--- src/rtl/des_round_engine.sv ---
// Iterative DES block core: IP, 16 Feistel rounds (UNROLL per clock), FP, with an on-chip key schedule.
// Encrypts or decrypts one 64-bit block per transaction over a valid/ready handshake.
module des_round_engine #(
  parameter int unsigned UNROLL = 1
) (
  input  logic        clk,
  input  logic        n_rst,
  input  logic        in_valid,
  output logic        in_ready,
  input  logic        in_decrypt,
  input  logic [63:0] in_key,
  input  logic [63:0] in_data,
  output logic        out_valid,
  input  logic        out_ready,
  output logic [63:0] out_data,
  output logic        busy
);

  localparam int unsigned CNT_W  = 5;
  localparam int unsigned ROUNDS = 16;

  if (!(UNROLL == 1 || UNROLL == 2 || UNROLL == 4 || UNROLL == 8 || UNROLL == 16)) begin : g_bad_unroll
    $error("des_round_engine: UNROLL must be 1, 2, 4, 8 or 16");
  end

  typedef enum logic [1:0] {ST_IDLE, ST_ROUND, ST_DONE} state_e;

  // Permutation tables use DES numbering: entry = 1-based source bit, bit 1 is the MSB.
  localparam int unsigned IP_T [64] = '{
    58, 50, 42, 34, 26, 18, 10, 2, 60, 52, 44, 36, 28, 20, 12, 4,
    62, 54, 46, 38, 30, 22, 14, 6, 64, 56, 48, 40, 32, 24, 16, 8,
    57, 49, 41, 33, 25, 17,  9, 1, 59, 51, 43, 35, 27, 19, 11, 3,
    61, 53, 45, 37, 29, 21, 13, 5, 63, 55, 47, 39, 31, 23, 15, 7};
  localparam int unsigned FP_T [64] = '{
    40, 8, 48, 16, 56, 24, 64, 32, 39, 7, 47, 15, 55, 23, 63, 31,
    38, 6, 46, 14, 54, 22, 62, 30, 37, 5, 45, 13, 53, 21, 61, 29,
    36, 4, 44, 12, 52, 20, 60, 28, 35, 3, 43, 11, 51, 19, 59, 27,
    34, 2, 42, 10, 50, 18, 58, 26, 33, 1, 41,  9, 49, 17, 57, 25};
  localparam int unsigned E_T [48] = '{
    32,  1,  2,  3,  4,  5,  4,  5,  6,  7,  8,  9,  8,  9, 10, 11, 12, 13,
    12, 13, 14, 15, 16, 17, 16, 17, 18, 19, 20, 21, 20, 21, 22, 23, 24, 25,
    24, 25, 26, 27, 28, 29, 28, 29, 30, 31, 32,  1};
  localparam int unsigned P_T [32] = '{
    16,  7, 20, 21, 29, 12, 28, 17,  1, 15, 23, 26,  5, 18, 31, 10,
     2,  8, 24, 14, 32, 27,  3,  9, 19, 13, 30,  6, 22, 11,  4, 25};
  localparam int unsigned PC1_T [56] = '{
    57, 49, 41, 33, 25, 17,  9,  1, 58, 50, 42, 34, 26, 18,
    10,  2, 59, 51, 43, 35, 27, 19, 11,  3, 60, 52, 44, 36,
    63, 55, 47, 39, 31, 23, 15,  7, 62, 54, 46, 38, 30, 22,
    14,  6, 61, 53, 45, 37, 29, 21, 13,  5, 28, 20, 12,  4};
  localparam int unsigned PC2_T [48] = '{
    14, 17, 11, 24,  1,  5,  3, 28, 15,  6, 21, 10,
    23, 19, 12,  4, 26,  8, 16,  7, 27, 20, 13,  2,
    41, 52, 31, 37, 47, 55, 30, 40, 51, 45, 33, 48,
    44, 49, 39, 56, 34, 53, 46, 42, 50, 36, 29, 32};
  // S1..S8, each 4 rows of 16, indexed {box, row(b1,b6), col(b2..b5)}.
  localparam int unsigned SBOX [512] = '{
    14, 4, 13, 1, 2, 15, 11, 8, 3, 10, 6, 12, 5, 9, 0, 7,
    0, 15, 7, 4, 14, 2, 13, 1, 10, 6, 12, 11, 9, 5, 3, 8,
    4, 1, 14, 8, 13, 6, 2, 11, 15, 12, 9, 7, 3, 10, 5, 0,
    15, 12, 8, 2, 4, 9, 1, 7, 5, 11, 3, 14, 10, 0, 6, 13,
    15, 1, 8, 14, 6, 11, 3, 4, 9, 7, 2, 13, 12, 0, 5, 10,
    3, 13, 4, 7, 15, 2, 8, 14, 12, 0, 1, 10, 6, 9, 11, 5,
    0, 14, 7, 11, 10, 4, 13, 1, 5, 8, 12, 6, 9, 3, 2, 15,
    13, 8, 10, 1, 3, 15, 4, 2, 11, 6, 7, 12, 0, 5, 14, 9,
    10, 0, 9, 14, 6, 3, 15, 5, 1, 13, 12, 7, 11, 4, 2, 8,
    13, 7, 0, 9, 3, 4, 6, 10, 2, 8, 5, 14, 12, 11, 15, 1,
    13, 6, 4, 9, 8, 15, 3, 0, 11, 1, 2, 12, 5, 10, 14, 7,
    1, 10, 13, 0, 6, 9, 8, 7, 4, 15, 14, 3, 11, 5, 2, 12,
    7, 13, 14, 3, 0, 6, 9, 10, 1, 2, 8, 5, 11, 12, 4, 15,
    13, 8, 11, 5, 6, 15, 0, 3, 4, 7, 2, 12, 1, 10, 14, 9,
    10, 6, 9, 0, 12, 11, 7, 13, 15, 1, 3, 14, 5, 2, 8, 4,
    3, 15, 0, 6, 10, 1, 13, 8, 9, 4, 5, 11, 12, 7, 2, 14,
    2, 12, 4, 1, 7, 10, 11, 6, 8, 5, 3, 15, 13, 0, 14, 9,
    14, 11, 2, 12, 4, 7, 13, 1, 5, 0, 15, 10, 3, 9, 8, 6,
    4, 2, 1, 11, 10, 13, 7, 8, 15, 9, 12, 5, 6, 3, 0, 14,
    11, 8, 12, 7, 1, 14, 2, 13, 6, 15, 0, 9, 10, 4, 5, 3,
    12, 1, 10, 15, 9, 2, 6, 8, 0, 13, 3, 4, 14, 7, 5, 11,
    10, 15, 4, 2, 7, 12, 9, 5, 6, 1, 13, 14, 0, 11, 3, 8,
    9, 14, 15, 5, 2, 8, 12, 3, 7, 0, 4, 10, 1, 13, 11, 6,
    4, 3, 2, 12, 9, 5, 15, 10, 11, 14, 1, 7, 6, 0, 8, 13,
    4, 11, 2, 14, 15, 0, 8, 13, 3, 12, 9, 7, 5, 10, 6, 1,
    13, 0, 11, 7, 4, 9, 1, 10, 14, 3, 5, 12, 2, 15, 8, 6,
    1, 4, 11, 13, 12, 3, 7, 14, 10, 15, 6, 8, 0, 5, 9, 2,
    6, 11, 13, 8, 1, 4, 10, 7, 9, 5, 0, 15, 14, 2, 3, 12,
    13, 2, 8, 4, 6, 15, 11, 1, 10, 9, 3, 14, 5, 0, 12, 7,
    1, 15, 13, 8, 10, 3, 7, 4, 12, 5, 6, 11, 0, 14, 9, 2,
    7, 11, 4, 1, 9, 12, 14, 2, 0, 6, 10, 13, 15, 3, 5, 8,
    2, 1, 14, 7, 4, 10, 8, 13, 15, 12, 9, 0, 3, 5, 6, 11};

  function automatic logic [63:0] perm_ip(input logic [63:0] x);
    logic [63:0] y;
    for (int j = 0; j < 64; j++) y[6'(63 - j)] = x[6'(64 - IP_T[6'(j)])];
    return y;
  endfunction

  function automatic logic [63:0] perm_fp(input logic [63:0] x);
    logic [63:0] y;
    for (int j = 0; j < 64; j++) y[6'(63 - j)] = x[6'(64 - FP_T[6'(j)])];
    return y;
  endfunction

  function automatic logic [55:0] perm_pc1(input logic [63:0] x);
    logic [55:0] y;
    for (int j = 0; j < 56; j++) y[6'(55 - j)] = x[6'(64 - PC1_T[6'(j)])];
    return y;
  endfunction

  function automatic logic [47:0] perm_pc2(input logic [55:0] x);
    logic [47:0] y;
    for (int j = 0; j < 48; j++) y[6'(47 - j)] = x[6'(56 - PC2_T[6'(j)])];
    return y;
  endfunction

  // f-function: E-expansion, subkey XOR, S-boxes, P-permutation.
  function automatic logic [31:0] f_func(input logic [31:0] r, input logic [47:0] k);
    logic [47:0] ex;
    logic [31:0] sb;
    logic [31:0] y;
    logic [5:0]  six;
    for (int j = 0; j < 48; j++) ex[6'(47 - j)] = r[5'(32 - E_T[6'(j)])];
    ex = ex ^ k;
    for (int b = 0; b < 8; b++) begin
      six = ex[6'(47 - 6 * b) -: 6];
      sb[5'(31 - 4 * b) -: 4] = 4'(SBOX[{3'(b), six[5], six[0], six[4:1]}]);
    end
    for (int j = 0; j < 32; j++) y[5'(31 - j)] = sb[5'(32 - P_T[5'(j)])];
    return y;
  endfunction

  // Rotation before round rnd: left by SH[rnd] to encrypt; none then right by SH[18-rnd] to decrypt.
  function automatic logic [1:0] shift_amt(input logic dec, input logic [4:0] rnd);
    logic [4:0] j;
    j = dec ? 5'(5'd18 - rnd) : rnd;
    if (dec && rnd == 5'd1) return 2'd0;
    return (j == 5'd1 || j == 5'd2 || j == 5'd9 || j == 5'd16) ? 2'd1 : 2'd2;
  endfunction

  function automatic logic [27:0] rot28(input logic [27:0] x, input logic dec, input logic [1:0] n);
    case (n)
      2'd0:    return x;
      2'd1:    return dec ? {x[0], x[27:1]} : {x[26:0], x[27]};
      default: return dec ? {x[1:0], x[27:2]} : {x[25:0], x[27:26]};
    endcase
  endfunction

  state_e             state_q, state_d;
  logic [31:0]        l_q, l_d, r_q, r_d;
  logic [27:0]        c_q, c_d, d_q, d_d;
  logic [CNT_W-1:0]   cnt_q, cnt_d;
  logic               mode_q, mode_d;
  logic [63:0]        out_data_q, out_data_d;
  logic               in_ready_q, in_ready_d;
  logic               out_valid_q, out_valid_d;
  logic               busy_q, busy_d;

  logic [31:0]        l_nx, r_nx, l_tmp;
  logic [27:0]        c_nx, d_nx;
  logic [1:0]         rnd_sh;

  // UNROLL chained rounds from the registered L/R/C/D.
  always_comb begin : round_cascade
    l_nx   = l_q;
    r_nx   = r_q;
    c_nx   = c_q;
    d_nx   = d_q;
    l_tmp  = '0;
    rnd_sh = '0;
    for (int u = 0; u < UNROLL; u++) begin
      rnd_sh = shift_amt(mode_q, 5'(cnt_q + 5'(u + 1)));
      c_nx   = rot28(c_nx, mode_q, rnd_sh);
      d_nx   = rot28(d_nx, mode_q, rnd_sh);
      l_tmp  = r_nx;
      r_nx   = l_nx ^ f_func(r_nx, perm_pc2({c_nx, d_nx}));
      l_nx   = l_tmp;
    end
  end

  always_comb begin : next_state
    state_d    = state_q;
    l_d        = l_q;
    r_d        = r_q;
    c_d        = c_q;
    d_d        = d_q;
    cnt_d      = cnt_q;
    mode_d     = mode_q;
    out_data_d = out_data_q;
    case (state_q)
      ST_IDLE: begin
        if (in_valid) begin
          {l_d, r_d} = perm_ip(in_data);
          {c_d, d_d} = perm_pc1(in_key);
          mode_d     = in_decrypt;
          cnt_d      = '0;
          state_d    = ST_ROUND;
        end
      end
      ST_ROUND: begin
        l_d   = l_nx;
        r_d   = r_nx;
        c_d   = c_nx;
        d_d   = d_nx;
        cnt_d = cnt_q + CNT_W'(UNROLL);
        if (cnt_d == CNT_W'(ROUNDS)) begin
          out_data_d = perm_fp({r_nx, l_nx});
          state_d    = ST_DONE;
        end
      end
      ST_DONE: begin
        if (out_ready) state_d = ST_IDLE;
      end
      default: state_d = ST_IDLE;
    endcase
  end

  // Handshake outputs are decoded from the next state so they register alongside it.
  always_comb begin : output_decode
    in_ready_d  = (state_d == ST_IDLE);
    out_valid_d = (state_d == ST_DONE);
    busy_d      = (state_d != ST_IDLE);
  end

  always_ff @(posedge clk) begin : state_reg
    if (!n_rst) begin
      state_q     <= ST_IDLE;
      l_q         <= '0;
      r_q         <= '0;
      c_q         <= '0;
      d_q         <= '0;
      cnt_q       <= '0;
      mode_q      <= 1'b0;
      out_data_q  <= '0;
      in_ready_q  <= 1'b1;
      out_valid_q <= 1'b0;
      busy_q      <= 1'b0;
    end else begin
      state_q     <= state_d;
      l_q         <= l_d;
      r_q         <= r_d;
      c_q         <= c_d;
      d_q         <= d_d;
      cnt_q       <= cnt_d;
      mode_q      <= mode_d;
      out_data_q  <= out_data_d;
      in_ready_q  <= in_ready_d;
      out_valid_q <= out_valid_d;
      busy_q      <= busy_d;
    end
  end

  assign in_ready  = in_ready_q;
  assign out_valid = out_valid_q;
  assign out_data  = out_data_q;
  assign busy      = busy_q;

endmodule

--- config.mk ---
export PLATFORM = sky130hd
export DESIGN_NAME = des_round_engine
export DESIGN_NICKNAME = d
export VERILOG_FILES = /design/src/rtl/des_round_engine.sv
export SDC_FILE = /design/constraint.sdc
export NUM_CORES = 1
export LEC_CHECK = 0
export ABC_CLOCK_PERIOD_IN_PS = 2700
export CORE_AREA = 2 2 78 80
export DETAILED_ROUTE_END_ITERATION = 12
export DIE_AREA = 0 0 80 82
export PLACE_DENSITY = 0.73
export SYNTH_ARGS = -nofsm -noshare
export SYNTH_HDL_FRONTEND = slang
export SYNTH_SLANG_ARGS = --single-unit
export TNS_END_PERCENT = 5
--- constraint.sdc ---
create_clock -name clk -period 2.7 [get_ports clk]
set_input_delay 0.405 -clock clk [delete_from_list [all_inputs] [get_ports clk]]
set_output_delay 0.405 -clock clk [all_outputs]
set_load 0.02 [all_outputs]
==> results of run 1 <==
## how the worst min path moves through the flow
stage                     startpoint               endpoint  cells past startpoint
4_1_cts        cnt_q[4]$_SDFFE_PN0P_  cnt_q[4]$_SDFFE_PN0P_                      2
3_5_place_dp   cnt_q[4]$_SDFFE_PN0P_  cnt_q[4]$_SDFFE_PN0P_                      2
5_1_grt        cnt_q[4]$_SDFFE_PN0P_  cnt_q[4]$_SDFFE_PN0P_                      2
6_report       cnt_q[4]$_SDFFE_PN0P_  cnt_q[4]$_SDFFE_PN0P_                      2
3_3_place_gp   cnt_q[4]$_SDFFE_PN0P_  cnt_q[4]$_SDFFE_PN0P_                      2
2_1_floorplan  cnt_q[4]$_SDFFE_PN0P_  cnt_q[4]$_SDFFE_PN0P_                      2
## logic make-up after synthesis
kind of cell,count (synthesis),synth area share
buf+inv,67,0.532
simple gates,22,0.130
mux,2,0.0215
compound gates,11,0.0846
fa+ha+maj,1,0.0134
other cells,1,0.00402
flops,10,0.215
## sequential cells by signal, indices dropped and copies added, names as in the netlist
register / flops
busy: 1
cnt_q: 5
in_ready: 1
out_valid: 1
state_q: 2
## per-stage QoR
step / cell area, sq um / power (mW) / setup WS [ns] / utilization
after floorplan: 1170 / 0.323 / 1.51 / -
after global placement: 835 / 0.262 / 1.14 / 0.145
after detailed placement: 835 / 0.263 / 1.13 / 0.145
after CTS: 890 / 0.449 / 1.15 / 0.155
after global routing: 890 / 0.470 / 1.10 / 0.155
final: 890 / 0.446 / 1.16 / 0.155
## report_power, final
part / switching, mW / total (mW) / internal [mW]
Sequential: 0.00510 / 0.158 / 0.153
Combinational: 0.0911 / 0.104 / 0.0132
Clock: 0.0563 / 0.184 / 0.128
Total: 0.152 / 0.446 / 0.294
## area by class of cell
| type | count | area [sq um] |
|---|---|---|
| multi-input cells | 100 | 473 |
| repair buffers | 6 | 60.1 |
| clock buffers | 4 | 55.1 |
| well taps | 75 | 93.8 |
| flip-flops and latches | 10 | 200 |
| fillers | 658 | 4860 |
| inverters | 2 | 7.51 |
## placed cells by master, fill, tap and decap left out
| cell | synthesis | routed |
|---|---|---|
| nand2_1 | 6 | 6 |
| o21bai_1 | 1 | 1 |
| inv_1 | 2 | 2 |
| nor2_1 | 2 | 2 |
| nor3b_1 | 2 | 2 |
| a31oi_1 | 2 | 2 |
| nor3_1 | 1 | 1 |
| nor2b_1 | 2 | 2 |
| clkbuf_8 | 0 | 4 |
| a22oi_1 | 1 | 1 |
| o21ba_2 | 1 | 1 |
| dfxtp_1 | 10 | 10 |
| a22o_1 | 2 | 2 |
| or3_1 | 2 | 2 |
| conb_1 | 1 | 64 |
| o21ai_0 | 2 | 2 |
| mux2i_1 | 2 | 2 |
| a41oi_1 | 1 | 1 |
| clkdlybuf4s50_1 | 0 | 6 |
| nand3_1 | 4 | 4 |
| nand2b_1 | 2 | 2 |
| nand2b_4 | 1 | 1 |
| a21oi_1 | 1 | 1 |
| ha_1 | 1 | 1 |
## routing by layer
metal	share of wire	global-route usage	up-vias
li1	-	-	257
met1	0.35	0.0320	241
met2	0.40	0.0517	64
met3	0.24	0.0110	4
met4	0.015	0.0203	0
met5	0	0	-
==> reports/results.md, run 1 <==
### Status
• outcome: finished, final reports clean

### Pwr
• power density over cell area: 502 nW/um^2
• Pleak: 0.421 nW
• Worst IR Drop VDD: 0.209 mV

### GRT
• total global routing overflow: 0
• number of antenna violations at the first check in global routing: 0
• vias in the first global route: 399
• pin count of the biggest net entering global routing: 10
• overall fraction of global-route tracks in use: 0.0306
• wire length of the first global-routing pass: 1590 um

### Placed design
• number of buffer cells added on primary ports: 6
• estimated wirelength of the detail-placed design: 876 um
• number of cells after detailed placement: 193
• Placer Congestion: 0.812

### Worst setup path
• worst r2r dst: cnt_q[4]$_SDFFE_PN0P_
• Worst setup EP type: output pin
• type of the worst setup path: reg2out
• Crit. Startpoint: out_valid$_SDFF_PN0_
• Worst Reg2Reg Path Length in Cells: 4
• worst setup path endpoint: out_valid
• largest fanout on the critical path: 1
• stages on the worst setup path: 1
• signal arrival time at the worst endpoint: 1.13 ns
• Worst path slowest cell: clkdlybuf4s50_1
• buffer and inverter count on the worst path: 1
• maximum cell stage delay along the critical path: 0.59 ns
• launching point of the worst reg2reg path: cnt_q[0]$_SDFFE_PN0P_
• Data required, critical path: 2.30 ns
• cell-by-cell trace of the critical path: clkdlybuf4s50_1
• critical path startpoint category: flop
• setup slack of the worst register-to-register path: 1.35 ns
• crit-path leading delay family: buffers and inverters

### Layout
• net count of the finished layout: 257
• count of antenna diodes in the layout: 0
• share of final-layout standard cells stronger than drive strength 1: 0.0492
• synth-to-layout area growth: -4.56%
• Final Instance Count excl. Fillers: 197

### Floorplanning
• core area: 5750 sq um
• die extent in x: 80 um
• effective utilization at floorplan: 0.162
• Die Span Y: 82 um
• Top-Level Pins: 200
• num rows: 28
• Die Footprint: 6560 sq um

### Clock network
• TritonCTS clock tree: yes
• clock latency reported for the late side of the worst-skew pair: 0.24 ns
• post-CTS setup buffer count: 0
• number of hold-repair buffers added at the cts stage: 0
• register clock-pin slew on the reported worst setup and hold paths: 0.05 ns
• CTS H-tree lvls: 1
• number of gates given a new drive strength after cts: 0
• maximum clock path buffer count: 2
• Clock Root Buffer: clkbuf_8
• clk sinks: 10
• total clock buffers created by CTS: 3

### STA
• tightest hold margin: 0.520 ns
• final-report hold violation count: 0
• summed negative setup slack over all endpoints: 0 ns
• count of endpoints failing setup in the final report: 0
• Tcrit/Tclk final: 0.570
• unrepaired setup endpoints after global routing: no
• Achievable Freq: 650 MHz
• time the worst path needs with I/O delays and setup: 1.54 ns
• count of pins over their slew limit: 0
• worst clock skew: 0.00331 ns

### Routing
• remaining design rule violation count: 0
• first-pass iteration count of the detailed router: 4
• vias post-DR: 566
• post-route ant nets: 0
• routed len/inst: 5.73 um
• drt first-iter violations: 8
• wirelength, routed: 1130 um
• average via count per standard cell: 2.87

### Synth
• Mean Syn Cell Area: 8.18 sq um
• top cells by area in the synthesized netlist: buf_4 52%, dfxtp_1 21%, nand2_1 2.4%
• register area share after synthesis: 0.215
• number of distinct standard cells referenced by the synthesized netlist: 23
• cell area after technology mapping: 932 sq um
• commonest register cell after synthesis: dfxtp_1
• Mapped Cells: 114
• Yosys Warn Count: 0
• Yosys top cell area share: 0.523
• Post-synth top cells: 65 x buf_4, 10 x dfxtp_1, 6 x nand2_1
• number of synthesized flops with an enable pin: 0
• post-synthesis register bit count: 10
• top cell type by total area after synthesis: buf_4
• count leader, synth: buf_4
• Async SR Flop Fraction: 0

### Worst hold path
• class of the most critical hold timing path: reg2reg

### Flow run
• max-cap check violation count: 0

Note: power is estimated with default switching activity, not from simulation.
==> inputs of run 2 (changes only) <==
--- a/config.mk
+++ b/config.mk
@@ -5,7 +5,7 @@
 export SDC_FILE = /design/constraint.sdc
 export NUM_CORES = 1
 export LEC_CHECK = 0
-export ABC_CLOCK_PERIOD_IN_PS = 2700
+export ABC_CLOCK_PERIOD_IN_PS = 1600
 export CORE_AREA = 2 2 78 80
 export DETAILED_ROUTE_END_ITERATION = 12
 export DIE_AREA = 0 0 80 82
==> constraint.sdc (replaced) <==
create_clock -name clk -period 1.6 [get_ports clk]
set_input_delay 0.24 -clock clk [delete_from_list [all_inputs] [get_ports clk]]
set_output_delay 0.24 -clock clk [all_outputs]
set_load 0.02 [all_outputs]
==> results of run 2 <==
The final DEF is identical to that of run 1. Status: finished, final reports clean.
Main changes from that run: setup slack after placement 1.13 ns -> 0.200 ns; setup slack after layout 1.16 ns -> 0.227 ns; register-to-register setup slack 1.35 ns -> 0.25 ns; total power 0.446 mW -> 0.753 mW; worst IR drop on VDD 0.209 mV -> 0.353 mV
